`config.mk`:
```
export PLATFORM = sky130hd
export DESIGN_NAME = spi_i2c_reg_bank
export DESIGN_NICKNAME = d
export VERILOG_FILES = /design/src/rtl/spi_i2c_reg_bank_pkg.sv /design/src/rtl/spi_i2c_reg_bank_i2c_target.sv /design/src/rtl/spi_i2c_reg_bank.sv
export SDC_FILE = /design/constraint.sdc
export NUM_CORES = 1
export LEC_CHECK = 0
export CELL_PAD_IN_SITES_DETAIL_PLACEMENT = 0
export CELL_PAD_IN_SITES_GLOBAL_PLACEMENT = 1
export CORE_MARGIN = 3
export CORE_UTILIZATION = 50
export CTS_CLUSTER_DIAMETER = 200
export DETAILED_ROUTE_END_ITERATION = 16
export MAX_ROUTING_LAYER = met4
export PLACE_DENSITY_LB_ADDON = 0.25
export SLEW_MARGIN = 15
export SYNTH_ARGS = -nofsm -noshare
export SYNTH_HDL_FRONTEND = slang
export SYNTH_SLANG_ARGS = --single-unit
export TNS_END_PERCENT = 100
```
`constraint.sdc`:
```
create_clock -name clk -period 5.35 [get_ports clk]
set_input_delay 0.535 -clock clk [delete_from_list [all_inputs] [get_ports clk]]
set_output_delay 0.535 -clock clk [all_outputs]
set_load 0.01 [all_outputs]
```
`src/rtl/spi_i2c_reg_bank_pkg.sv`:
```
// Shared constants for the SPI/I2C register bank: register map, pin map and defaults.
package spi_i2c_reg_bank_pkg;

    localparam int NUM_REGS            = 8;
    localparam int ADDR_W              = 3;
    localparam int SYNC_STAGES_DEFAULT = 2;

    localparam logic [6:0]        I2C_ADDR_DEFAULT = 7'h70;
    localparam logic [ADDR_W-1:0] REG_OUT          = 3'd0;
    localparam logic [ADDR_W-1:0] REG_UIO          = 3'd1;
    localparam logic [ADDR_W-1:0] REG_STATUS       = 3'd7;

    localparam logic [4:0] SPI_FRAME_BITS = 5'd16;

    // ui_in / uio pin positions
    localparam int PIN_CS_N = 0;
    localparam int PIN_SCLK = 1;
    localparam int PIN_MOSI = 2;
    localparam int PIN_MISO = 0;
    localparam int PIN_SDA  = 1;
    localparam int PIN_SCL  = 2;

    function automatic logic [7:0] status_value(input logic [4:0] gp);
        return {gp, 3'b000};
    endfunction

endpackage

```
`src/rtl/spi_i2c_reg_bank_i2c_target.sv`:
```
// I2C target: START/STOP detection, address match, pointer/data writes and register reads.
module spi_i2c_reg_bank_i2c_target
    import spi_i2c_reg_bank_pkg::*;
#(
    parameter logic [6:0] I2C_ADDR = I2C_ADDR_DEFAULT
) (
    input  logic              clk,
    input  logic              rst_n,
    input  logic              scl_i,
    input  logic              sda_i,
    input  logic [7:0]        rd_data_i,
    output logic [ADDR_W-1:0] ptr_o,
    output logic              we_o,
    output logic [ADDR_W-1:0] waddr_o,
    output logic [7:0]        wdata_o,
    output logic              sda_oe_o
);

    localparam logic [2:0] ST_IDLE     = 3'd0;
    localparam logic [2:0] ST_ADDR     = 3'd1;
    localparam logic [2:0] ST_ADDR_ACK = 3'd2;
    localparam logic [2:0] ST_WDATA    = 3'd3;
    localparam logic [2:0] ST_WACK     = 3'd4;
    localparam logic [2:0] ST_RDATA    = 3'd5;
    localparam logic [2:0] ST_RACK     = 3'd6;

    logic [2:0]        state_q, state_d;
    logic [3:0]        cnt_q, cnt_d;
    logic [7:0]        shift_q, shift_d;
    logic              rw_q, rw_d;
    logic              first_q, first_d;
    logic              mack_q, mack_d;
    logic [ADDR_W-1:0] ptr_q, ptr_d;
    logic              we_q, we_d;
    logic [ADDR_W-1:0] waddr_q, waddr_d;
    logic              sda_oe_q, sda_oe_d;
    logic              scl_q, sda_q;

    logic start_evt, stop_evt, rise_evt, fall_evt, rx_bit, rx_done;

    assign start_evt = scl_i & scl_q & sda_q & ~sda_i;
    assign stop_evt  = scl_i & scl_q & ~sda_q & sda_i;
    assign rise_evt  = scl_i & ~scl_q;
    assign fall_evt  = ~scl_i & scl_q;
    assign rx_bit    = rise_evt && (cnt_q != 4'd8);
    assign rx_done   = fall_evt && (cnt_q == 4'd8);

    always_comb begin
        // NOTE: every next-state signal gets its hold value first, so no path leaves one unassigned (no latches).
        state_d  = state_q;
        cnt_d    = cnt_q;
        shift_d  = shift_q;
        rw_d     = rw_q;
        first_d  = first_q;
        mack_d   = mack_q;
        ptr_d    = ptr_q;
        we_d     = 1'b0;
        waddr_d  = waddr_q;
        sda_oe_d = sda_oe_q;
        if (start_evt) begin
            state_d  = ST_ADDR;
            cnt_d    = '0;
            sda_oe_d = 1'b0;
        end else if (stop_evt) begin
            state_d  = ST_IDLE;
            sda_oe_d = 1'b0;
        end else begin
            case (state_q)
                ST_ADDR, ST_WDATA: begin
                    if (rx_bit) begin
                        shift_d = {shift_q[6:0], sda_i};
                        cnt_d   = cnt_q + 4'd1;
                    end else if (rx_done) begin
                        cnt_d = '0;
                        if (state_q == ST_ADDR) begin
                            if (shift_q[7:1] == I2C_ADDR) begin
                                sda_oe_d = 1'b1;
                                rw_d     = shift_q[0];
                                state_d  = ST_ADDR_ACK;
                            end else begin
                                state_d = ST_IDLE;
                            end
                        end else begin
                            sda_oe_d = 1'b1;
                            state_d  = ST_WACK;
                            if (first_q) begin
                                ptr_d   = shift_q[ADDR_W-1:0];
                                first_d = 1'b0;
                            end else begin
                                we_d    = 1'b1;
                                waddr_d = ptr_q;
                                ptr_d   = ptr_q + 3'd1;
                            end
                        end
                    end
                end
                ST_ADDR_ACK: if (fall_evt) begin
                    if (rw_q) begin
                        shift_d  = rd_data_i;
                        sda_oe_d = ~rd_data_i[7];
                        state_d  = ST_RDATA;
                    end else begin
                        sda_oe_d = 1'b0;
                        first_d  = 1'b1;
                        state_d  = ST_WDATA;
                    end
                end
                ST_WACK: if (fall_evt) begin
                    sda_oe_d = 1'b0;
                    state_d  = ST_WDATA;
                end
                ST_RDATA: begin
                    if (rise_evt) begin
                        cnt_d = cnt_q + 4'd1;
                    end else if (rx_done) begin
                        cnt_d    = '0;
                        sda_oe_d = 1'b0;
                        ptr_d    = ptr_q + 3'd1;
                        state_d  = ST_RACK;
                    end else if (fall_evt) begin
                        shift_d  = {shift_q[6:0], 1'b0};
                        sda_oe_d = ~shift_q[6];
                    end
                end
                ST_RACK: begin
                    if (rise_evt) begin
                        mack_d = ~sda_i;
                    end else if (fall_evt) begin
                        if (mack_q) begin
                            shift_d  = rd_data_i;
                            sda_oe_d = ~rd_data_i[7];
                            state_d  = ST_RDATA;
                        end else begin
                            state_d = ST_IDLE;
                        end
                    end
                end
                default: state_d = ST_IDLE;
            endcase
        end
    end

    always_ff @(posedge clk or negedge rst_n) begin
        if (!rst_n) begin
            state_q  <= ST_IDLE;
            cnt_q    <= '0;
            shift_q  <= '0;
            rw_q     <= 1'b0;
            first_q  <= 1'b0;
            mack_q   <= 1'b0;
            ptr_q    <= '0;
            we_q     <= 1'b0;
            waddr_q  <= '0;
            sda_oe_q <= 1'b0;
            scl_q    <= 1'b1;
            sda_q    <= 1'b1;
        end else begin
            state_q  <= state_d;
            cnt_q    <= cnt_d;
            shift_q  <= shift_d;
            rw_q     <= rw_d;
            first_q  <= first_d;
            mack_q   <= mack_d;
            ptr_q    <= ptr_d;
            we_q     <= we_d;
            waddr_q  <= waddr_d;
            sda_oe_q <= sda_oe_d;
            scl_q    <= scl_i;
            sda_q    <= sda_i;
        end
    end

    // The received byte stays in shift_q until the next SCL rise, long after the write pulse.
    assign ptr_o    = ptr_q;
    assign we_o     = we_q;
    assign waddr_o  = waddr_q;
    assign wdata_o  = shift_q;
    assign sda_oe_o = sda_oe_q;

endmodule

```
`src/rtl/spi_i2c_reg_bank.sv`:
```
// 8x8 register bank shared by an SPI mode-0 target and an I2C target; reg0/reg1 drive pins.
module spi_i2c_reg_bank
    import spi_i2c_reg_bank_pkg::*;
#(
    parameter logic [6:0] I2C_ADDR    = I2C_ADDR_DEFAULT,
    parameter int         SYNC_STAGES = SYNC_STAGES_DEFAULT
) (
    input  logic       clk,
    input  logic       rst_n,
    input  logic       ena,
    input  logic [7:0] ui_in,
    output logic [7:0] uo_out,
    input  logic [7:0] uio_in,
    output logic [7:0] uio_out,
    output logic [7:0] uio_oe
);

    // Idle levels, LSB first: cs_n=1, sclk=0, mosi=0, scl=1, sda=1.
    localparam logic [4:0] SYNC_IDLE = 5'b11001;

    logic [4:0] raw_pins;
    logic [4:0] sync_q [SYNC_STAGES];
    logic       cs_n_s, sclk_s, mosi_s, scl_s, sda_s;
    logic       sclk_prev_q, sclk_rise, sclk_fall;
    logic       unused_inputs;

    logic [7:0]        regs_q [NUM_REGS];
    logic [4:0]        bit_cnt_q;
    logic [6:0]        shift_q;
    logic              cmd_rw_q;
    logic [ADDR_W-1:0] cmd_addr_q;
    logic [7:0]        rd_shift_q;
    logic              miso_q;

    logic [ADDR_W-1:0] spi_rd_addr, i2c_ptr, i2c_waddr;
    logic [7:0]        spi_rd_data, i2c_rd_data, spi_wdata, i2c_wdata;
    logic              spi_we, i2c_we, i2c_sda_oe;

    assign raw_pins = {uio_in[PIN_SDA], uio_in[PIN_SCL], ui_in[PIN_MOSI],
                       ui_in[PIN_SCLK], ui_in[PIN_CS_N]};
    assign unused_inputs = &{1'b0, ena, uio_in[7:3], uio_in[0]};

    always_ff @(posedge clk or negedge rst_n) begin
        if (!rst_n) begin
            for (int i = 0; i < SYNC_STAGES; i++) sync_q[i] <= SYNC_IDLE;
            sclk_prev_q <= 1'b0;
        end else begin
            // NOTE: non-blocking, so each stage takes its predecessor's value from before this edge.
            sync_q[0] <= raw_pins;
            for (int i = 1; i < SYNC_STAGES; i++) sync_q[i] <= sync_q[i-1];
            sclk_prev_q <= sclk_s;
        end
    end

    assign {sda_s, scl_s, mosi_s, sclk_s, cs_n_s} = sync_q[SYNC_STAGES-1];
    assign sclk_rise = sclk_s & ~sclk_prev_q;
    assign sclk_fall = ~sclk_s & sclk_prev_q;

    assign spi_rd_addr = {shift_q[1:0], mosi_s};
    assign spi_rd_data = (spi_rd_addr == REG_STATUS) ? status_value(ui_in[7:3]) : regs_q[spi_rd_addr];
    assign i2c_rd_data = (i2c_ptr == REG_STATUS) ? status_value(ui_in[7:3]) : regs_q[i2c_ptr];

    assign spi_we    = ~cs_n_s & sclk_rise & cmd_rw_q & (bit_cnt_q == SPI_FRAME_BITS - 5'd1);
    assign spi_wdata = {shift_q, mosi_s};

    // Counter holds at zero while deselected, so a short frame never reaches the write point.
    always_ff @(posedge clk or negedge rst_n) begin
        if (!rst_n) begin
            bit_cnt_q  <= '0;
            shift_q    <= '0;
            cmd_rw_q   <= 1'b0;
            cmd_addr_q <= '0;
            rd_shift_q <= '0;
            miso_q     <= 1'b0;
        end else if (cs_n_s) begin
            bit_cnt_q <= '0;
            miso_q    <= 1'b0;
        end else if (sclk_rise && bit_cnt_q != SPI_FRAME_BITS) begin
            shift_q   <= {shift_q[5:0], mosi_s};
            bit_cnt_q <= bit_cnt_q + 5'd1;
            if (bit_cnt_q == 5'd7) begin
                cmd_rw_q   <= shift_q[6];
                cmd_addr_q <= spi_rd_addr;
                rd_shift_q <= spi_rd_data;
            end
        end else if (sclk_fall && bit_cnt_q >= 5'd8 && !cmd_rw_q) begin
            miso_q     <= rd_shift_q[7];
            rd_shift_q <= {rd_shift_q[6:0], 1'b0};
        end
    end

    spi_i2c_reg_bank_i2c_target #(
        .I2C_ADDR (I2C_ADDR)
    ) u_i2c (
        .clk       (clk),
        .rst_n     (rst_n),
        .scl_i     (scl_s),
        .sda_i     (sda_s),
        .rd_data_i (i2c_rd_data),
        .ptr_o     (i2c_ptr),
        .we_o      (i2c_we),
        .waddr_o   (i2c_waddr),
        .wdata_o   (i2c_wdata),
        .sda_oe_o  (i2c_sda_oe)
    );

    // SPI has priority when both interfaces hit the same register in one cycle.
    always_ff @(posedge clk or negedge rst_n) begin
        if (!rst_n) begin
            // NOTE: the bank is plain flops and must power up as 0x00, so every entry is reset.
            for (int i = 0; i < NUM_REGS; i++) regs_q[i] <= '0;
        end else begin
            if (spi_we && cmd_addr_q != REG_STATUS)
                regs_q[cmd_addr_q] <= spi_wdata;
            if (i2c_we && i2c_waddr != REG_STATUS && !(spi_we && cmd_addr_q == i2c_waddr))
                regs_q[i2c_waddr] <= i2c_wdata;
        end
    end

    assign uo_out = regs_q[REG_OUT];

    assign uio_out[7:3]    = regs_q[REG_UIO][7:3];
    assign uio_out[PIN_SCL] = 1'b0;
    assign uio_out[PIN_SDA] = 1'b0;
    assign uio_out[PIN_MISO] = miso_q;

    assign uio_oe[7:3]     = 5'b11111;
    assign uio_oe[PIN_SCL]  = 1'b0;
    assign uio_oe[PIN_SDA]  = i2c_sda_oe;
    assign uio_oe[PIN_MISO] = 1'b1;

endmodule

```
### After elaboration in Yosys (flattened, before gate mapping)

Index checks and enable logic that the tools add are counted.

* add/sub/neg operators: 3
* $mul: 0
* divide/modulo/power cells: 0
* magnitude comparators: 7
* eq/ne operators: 45
* shifts and indexed selects: 0
* multiplexer cells: 91
* bitwise gates (word level): 30
* reductions and logical operators: 35

Operator list (count)
* 8-bit two-way mux: 20
* 64-bit bitwise mux: 2
* 64-bit two-way mux: 2
* 3-bit two-way mux: 19
* 8-bit binary-select mux with 3-bit select: 2
* 8-bit demux with 3-bit select: 2
* 8-bit case mux with 4 select lines: 1
* 1-bit two-way mux: 30
* 4-bit by 1-bit inequality test with 1-bit output, second input constant: 6
* 8-bit AND reduction: 3
* 4-bit two-way mux: 5
* 2-bit by 1-bit inequality test with 1-bit output, second input constant: 10
* 4-bit >= comparator, second input constant: 4
* 3-bit NOT with 4-bit output: 4
* 3-bit equality test, second input constant: 5
* 3-bit case mux with 5 select lines: 1
* 2-bit inequality test, second input constant: 7
* 1-bit NOT: 14
* 7-bit AND reduction: 2
* 1-bit AND: 12
* 4-bit by 2-bit inequality test with 1-bit output, second input constant: 3
* 12-bit AND reduction: 1
* 1-bit logical AND: 11
* 11-bit AND reduction: 1
* other kinds (32): 44

* flip-flop bits (word level): 128
* bits in latches: 0
* memory bits (writable): 0
* memory bits (read-only): 0
* logic and storage cells: 240
* memories: 0

### Depth between registers and ports, before layout

Gate-level depths: netlist of the first run.

* depth in word-level cells: 12
* gate-level depth with buffers: 10

### Cells and area by module

A second synthesis of the first run with hierarchy kept.

* cells, all modules: 652
* area total of the unflattened synthesis: 7470.9 sq um

Modules (own cells, without submodules)
* spi_i2c_reg_bank: times used 1, cells an instance 471, area an instance 5703.0 sq um, seq. area each 2359.8 sq um
* spi_i2c_reg_bank_i2c_target: times used 1, cells an instance 181, area an instance 1767.9 sq um, seq. area each 703.2 sq um

### Worst setup path before layout of the first run

OpenSTA, ideal clock, no wires.

* kind: reg2reg
* start: register bit_cnt_q[0]
* end: register regs_q[24] (netlist name)
* library setup time: 0.140 ns
* data arrival time: 2.133 ns
* required time: 5.210 ns
* slack: 3.078 ns
* cell stages (with the launch flop): 11
* buffers on the path: 2
* period minus slack after synthesis: 2.272 ns
* cells stage by stage: dfrtp_1 -> ha_1 -> and3_1 -> ha_1 -> nand4b_1 -> or2_1 -> buf_2 -> nor4b_1 -> clkbuf_2 -> mux2i_1 -> o21ai_0

* word-level cells in the longest chain between the ends: 6

RTL lines
* start: declaration: line spi_i2c_reg_bank.sv:28 `logic [4:0] bit_cnt_q;`
* start signal: assignment: line spi_i2c_reg_bank.sv:80 `bit_cnt_q <= bit_cnt_q + 5'd1;`
* 5-bit by 4-bit equality test with 1-bit output (*): line spi_i2c_reg_bank.sv:63 `assign spi_we = ~cs_n_s & sclk_rise & cmd_rw_q & (bit_cnt_q == SPI_FRAME_BITS - 5'd1);`
* 1-bit AND (*): line spi_i2c_reg_bank.sv:63
* 1-bit logical AND (on tied branches): line spi_i2c_reg_bank.sv:113, spi_i2c_reg_bank.sv:115
* 64-bit two-way mux or 1-bit zero test (tied branches): line spi_i2c_reg_bank.sv:113, spi_i2c_reg_bank.sv:115
* 64-bit bitwise mux or 1-bit logical AND (tied branches): line spi_i2c_reg_bank.sv:116, spi_i2c_reg_bank.sv:115
* 64-bit two-way mux (*): line spi_i2c_reg_bank.sv:115 `if (i2c_we && i2c_waddr != REG_STATUS && !(spi_we && cmd_addr_q == i2c_waddr))`
* end signal: indexed assignment: line spi_i2c_reg_bank.sv:114 `regs_q[cmd_addr_q] <= spi_wdata;`
* end signal: indexed assignment: line spi_i2c_reg_bank.sv:116 `regs_q[i2c_waddr] <= i2c_wdata;`
* end: declaration: line spi_i2c_reg_bank.sv:27 `logic [7:0] regs_q [NUM_REGS];`

Mark *: on every way between the ends. The rest lies on a longest branch, timed or not.
A chain may end at the register's enable or synchronous reset.

### Worst setup path after layout of the first run

* start: register bit_cnt_q[0]
* end: register regs_q[13] (netlist name)

The elaborated chain is that of the path after synthesis.

==> reports/metrics.cfg, run 1 <==
[critical_path]
crit_fanout = 8
crit_chain = ha_1 -> and3_1 -> ha_1 -> nand4b_1 -> nor2_2 -> and4b_1 -> mux2i_1 -> a21oi_1
slowest_delay_ps = 680
crit_path_start_kind = register
cp.arrival_ps = 3020
crit_start = bit_cnt_q[0]$_DFFE_PN0P_
slowest_stage = and4b_1
crit_buf_inv = 0
timing.critical_path.mode_cell = ha_1
crit_type = register to register
r2r-start = bit_cnt_q[0]$_DFFE_PN0P_
endpoint_kind = register
path_delay_family = simple AND/OR/NAND/NOR gates
required_ps = 5640

[floorplanning]
num_rows = 43
die_w_um = 127
dieArea_sq_mm = 0.0162
core_area_sq_mm = 0.0141
ioPinCount = 43
dieHeight_um = 127
start_util = 0.520

[synthesis]
syn_inst = 714
synth_area_leaders = dfrtp_1 (41%), mux2i_1 (12%), mux4_2 (5.8%)
ys_seq_elements = 128
synth.distinct_cells = 68
yosysSeqAreaShare = 0.436
async_flop_share = 1.00
syn_area_sq_mm = 0.00736
yosys.area.top_type_share = 0.408
postSynthAreaPerCell_sq_um = 10.3
synth_largest_area_cell = dfrtp_1
yosys_most_used_dff = dfrtp_1
synth_edf_count = 0
yosys_warnings = 0

[layout]
final_core_util = 0.568
final_common_cell = dfrtp_1
seqCellArea_sq_mm = 0.00321
drive_gt1_frac = 0.140
syn_to_final_growth_pct = 9.21
n_antenna_cell = 0
nNetsFinal = 712
multi_input_area_sq_mm = 0.00369
fillers = 1200
layout_common_cells = dfrtp_1 (120), mux2i_1 (88), nand2_1 (70), o21ai_0 (55), nor2_1 (50)
stdcell_count = 878

[power]
p_per_area_mw_per_mm2 = 360
ir_drop_mv = 0.226
leakage_nw = 3.32

[place]
hpwl_um = 12100
io_buffers = 26
dpl.cell_count = 846
gp_congestion = 0.901

[sta]
relSlewSlack = 0.240
finalCritPeriodShare = 0.510
tightest_slew_ps = 1140
drv_slew = 0
hold_viol = 0
setup-violations-final = 0
tns_ps = 0
fmax_mhz = 366
rsz0062_at_grt = false
fin_worst_skew_ps = 8.06
min_period_ps = 2730

[clock_network]
cts_buffers = 17
insertion_delay_ps = 420
cts_max_level = 4
postCtsSetupBuffers = 0
ctsHoldBuffers = 0
ctsResizeCount = 0
path_clk_slew_ps = 50
cts-root-buf = clkbuf_16
clockBufferDepth = 2
clkSinkCount = 128
cts_tree = yes

[grt]
grt_max_degree = 66
grtUsageTotal = 0.232
antenna_found_initial = 0
grt_pass1_wl_um = 28500
grt_pass1_vias = 5162
overflow = 0

[min_path]
holdCritPathClass = input port to async pin

[run_status]
status = completed

[detailed_routing]
drc = 0
drt_iter0_drc = 305
routedWlPerCell_um = 19.6
num_vias = 5153
dr.pass1.iters = 4
viasPerCell = 5.87
routed_wl_um = 17200
ant_nets = 0

[run]
maxCapViolations = 0

[sequential cells by signal, summed over array words and instances (netlist names), 4 cells and up]
| register | count |
|---|---|
| uio_out | 5 |
| u_i2c.cnt_q | 4 |
| bit_cnt_q | 5 |
| u_i2c.wdata_o | 8 |
| rd_shift_q | 8 |
| shift_q | 7 |
| regs_q | 51 |
| sync_q | 5 |
| uo_out | 8 |
[path summary, 6_finish.rpt]
kind / end / slack, ps / cells after the start
hold / removal: shift_q[3]$_DFFE_PN0P_ / 100 / 1
setup / recovery: regs_q[13]$_DFF_PN0_ / 2620 / 8
hold reg to reg: sclk_s$_DFF_PN0_ / 340 / 0
max in group asynchronous: regs_q[24]$_DFF_PN0_ / 4000 / 2
setup reg to reg: regs_q[13]$_DFF_PN0_ / 2620 / 8
min in group clk: sclk_s$_DFF_PN0_ / 340 / 0
[per-stage QoR]
stage / total power [W] / hold slack [ps] / area [sq um] / setup slack [ps]
finish: 0.00289 / 101 / 8040 / 2620
global route: 0.00304 / 144 / 8040 / 2450
CTS: 0.00291 / 111 / 8030 / 2500
detailed placement: 0.00184 / 336 / 7490 / 2550
global placement: 0.00182 / 334 / 7490 / 2610
floorplan: 0.00167 / 239 / 7390 / 3080
[power breakdown]
group | switching (W) | total [W] | internal (W)
Sequential | 0.000257 | 0.00132 | 0.00107
Combinational | 0.000241 | 0.000501 | 0.000260
Clock | 0.000407 | 0.00107 | 0.000662
[per-layer routing]
metal / global-route usage / vias up / share of wire / wire length [um]
met4: 0.0524 / 0 / 0.010 / 174
met3: 0.0573 / 17 / 0.045 / 783
met2: 0.356 / 126 / 0.47 / 8120
li1: - / 2459 / - / -
met1: 0.315 / 2551 / 0.47 / 8140
met5: - / - / 0 / 0
[cell families (layout without fill, tap and decap cells)]
group,count (synthesis),in the layout,share of synthesized area
multiplexers,128,128,0.214
buffers and inverters,99,76,0.0675
AND/OR/NAND/NOR,187,187,0.124
AO/OA/AOI/OAI,156,156,0.137
XOR/XNOR,7,7,0.00833
flip-flops,128,128,0.436
other,2,9,0.00102
adder cells (fa/ha/maj),7,7,0.0119
[worst reg2reg max path, stage by stage, from the launching register on]
cell and delay [ps]:
dfrtp_1 400, ha_1 240, and3_1 180, ha_1 140, nand4b_1 130, nor2_2 450, and4b_1 680, mux2i_1 280
a21oi_1 90
[cells in the mapped netlist (all sizes together), types with 8 or more instances]
cell type	instances
nor2	51
nor2b	10
mux2i	88
o211ai	9
nand2	70
buf	46
nand2b	8
inv	11
o21ai	60
clkbuf	42
mux4	19
dfrtp	120
nand3	14
a21oi	42
mux2	21
dfstp	8
[cell type report]
cell class / instances / area share
multi-input cells: 494 / 0.459
flip-flops and latches: 128 / 0.400
clock buffers: 27 / 0.0650
repair buffers: 34 / 0.0400
well taps: 180 / 0.0280
inverters: 11 / 0.00513
clock inverters: 4 / 0.00311
Power figures use the tool's default switching activity.
==> run 2: changes to the inputs <==
CORE_UTILIZATION = 48   (was 50)
clock period = 2.6 ns   (was 5.35 ns; I/O delays follow)
==> run 2 against run 1 <==
Effect of this change: worst hold slack gained 140 ps; routed wire length grew 2.3%; first-iteration DRC count grew 6.9%; flip-flop and latch count is the same; critical path depth is the same; highest routed layer unchanged; total power grew 110%; register-to-register slack lost 2400 ps; largest cell class unchanged; via count grew 3.4%.
==> reports/metrics.cfg, run 2 (synthesis results as in run 1) <==
[run_status]
status = completed

[layout]
drive_gt1_frac = 0.178  ; +0.0378
fillers = 1275  ; +6.3%
n_antenna_cell = 0  ; unchanged
nNetsFinal = 737  ; +3.5%
final_common_cell = dfrtp_1
final_core_util = 0.562  ; -0.00606
largest_reg_flops = 51  ; unchanged
layout_common_cells = dfrtp_1 (120), mux2i_1 (88), nand2_1 (70), o21ai_0 (55), nor2_1 (50)
top_register = regs_q
syn_to_final_growth_pct = 12.7

[grt]
grt_pass1_vias = 5477  ; +6.1%
overflow = 0  ; unchanged
grt_max_degree = 58  ; -12%
grt_pass1_wl_um = 29800  ; +4.5%
grtUsageTotal = 0.233  ; +0.00118
antenna_found_initial = 0  ; unchanged

[detailed_routing]
dr.pass1.iters = 4  ; unchanged
viasPerCell = 5.87  ; about the same
num_vias = 5326  ; +3.4%
drc = 0  ; unchanged
drt_iter0_drc = 326  ; +6.9%
ant_nets = 0  ; unchanged
routedWlPerCell_um = 19.4  ; -1.1%
routed_wl_um = 17600  ; +2.3%

[floorplanning]
die_w_um = 130  ; +2.0%
num_rows = 44  ; +2.3%
start_util = 0.499  ; -0.0213
ioPinCount = 43  ; unchanged
dieArea_sq_mm = 0.0169  ; +4.0%
dieHeight_um = 130  ; +2.0%
core_area_sq_mm = 0.0148  ; +4.3%

[sta]
finalCritPeriodShare = 0.924  ; +0.414
tightest_slew_ps = 821  ; -317 ps
fin_ws_ps = 198  ; -2420 ps
relSlewSlack = 0.453  ; +0.212
rsz0062_at_grt = false
min_period_ps = 2400  ; -329 ps
drv_slew = 0  ; unchanged
tns_ps = 0  ; unchanged
fin_worst_skew_ps = 7.39  ; -0.661 ps
setup-violations-final = 0  ; unchanged
hold_viol = 0  ; unchanged
fmax_mhz = 416  ; +14%

[clock_network]
path_clk_slew_ps = 60  ; about the same
cts_max_level = 4  ; unchanged
cts_buffers = 17  ; unchanged
cts-root-buf = clkbuf_16
postCtsSetupBuffers = 0  ; unchanged
insertion_delay_ps = 420  ; about the same
cts_tree = yes
clockBufferDepth = 2  ; unchanged
clkSinkCount = 128  ; unchanged

[place]
hpwl_um = 12700  ; +4.8%
io_buffers = 26  ; unchanged
gp_congestion = 0.841  ; -6.6%
dp_slack_ps = 166  ; -2380 ps

[run]
maxCapViolations = 0  ; unchanged

[critical_path]
required_ps = 2900  ; -2740 ps
crit_fanout = 8  ; unchanged
cp.arrival_ps = 2710  ; -310 ps
crit_type = register to register
crit_path_start_kind = register
endpoint_kind = register

[min_path]
holdCritPathClass = input port to register

[power]
p_per_area_mw_per_mm2 = 743  ; +110%
leakage_nw = 3.46  ; +4.3%
ir_drop_mv = 0.501  ; +120%
finalPower_w = 0.00617  ; +110%

## run 2: path summary, 6_finish.rpt
kind                                               to  depth (start not counted)  slack (ps)                startpoint
worst max-delay path             regs_q[33]$_DFF_PN0_                          8         200  bit_cnt_q[0]$_DFFE_PN0P_
worst min-delay path              sync_q[5]$_DFF_PN1_                          1         240                  ui_in[0]
worst max register to register   regs_q[33]$_DFF_PN0_                          8         200  bit_cnt_q[0]$_DFFE_PN0P_
worst min register to register       mosi_s$_DFF_PN0_                          0         350       sync_q[7]$_DFF_PN0_
max in group asynchronous       u_i2c.scl_q$_DFF_PN1_                          3        1410                     rst_n
min in group asynchronous        uio_out[6]$_DFF_PN0_                          2         370                     rst_n
## run 2: what timing repair did
item                                    in CTS  in global routing
hold endpoints to repair                    55                  0
resized for setup                            0                  2
endpoints found under the setup margin       0                 14
hold buffers                                 1                  0
## run 2: cell type report
class	instances	area (sq um)	share of cell area
Multi-Input combinational cell	494	3700	0.446
Sequential cell	128	3210	0.387
Timing Repair Buffer	59	524	0.0632
Clock buffer	17	425	0.0513
Tap cell	184	230	0.0278
Clock inverter	15	164	0.0198
Inverter	11	41.3	0.00498
## run 2: critical path, cell delays in order, from the launching register on
cell and delay, ps:
dfrtp_1 410, ha_2 230, and3_1 170, ha_1 160, nand4b_1 160, nor2_2 230
and4b_1 580, mux2i_1 260, a21oi_1 80
## run 2: where the power goes
part	switching, W	total (W)	internal [W]
clock network	0.000950	0.00237	0.00142
logic	0.000542	0.00112	0.000576
registers	0.000483	0.00268	0.00220
## run 2: per-stage QoR
stage               hold slack (ps)  area [sq um]  cells
floorplan                     -35.6          7390    721
global placement                256          7690    875
detailed placement              261          7690    875
CTS                             217          8290    908
global route                    226          8300    908
finish                          236          8300    908
## run 2: per-layer routing
layer,vias up,share of wire,GRT usage
met5,-,0,-
met4,0,0.0086,0.0685
met3,13,0.046,0.0405
met2,120,0.49,0.363
met1,2668,0.45,0.316
li1,2525,-,-
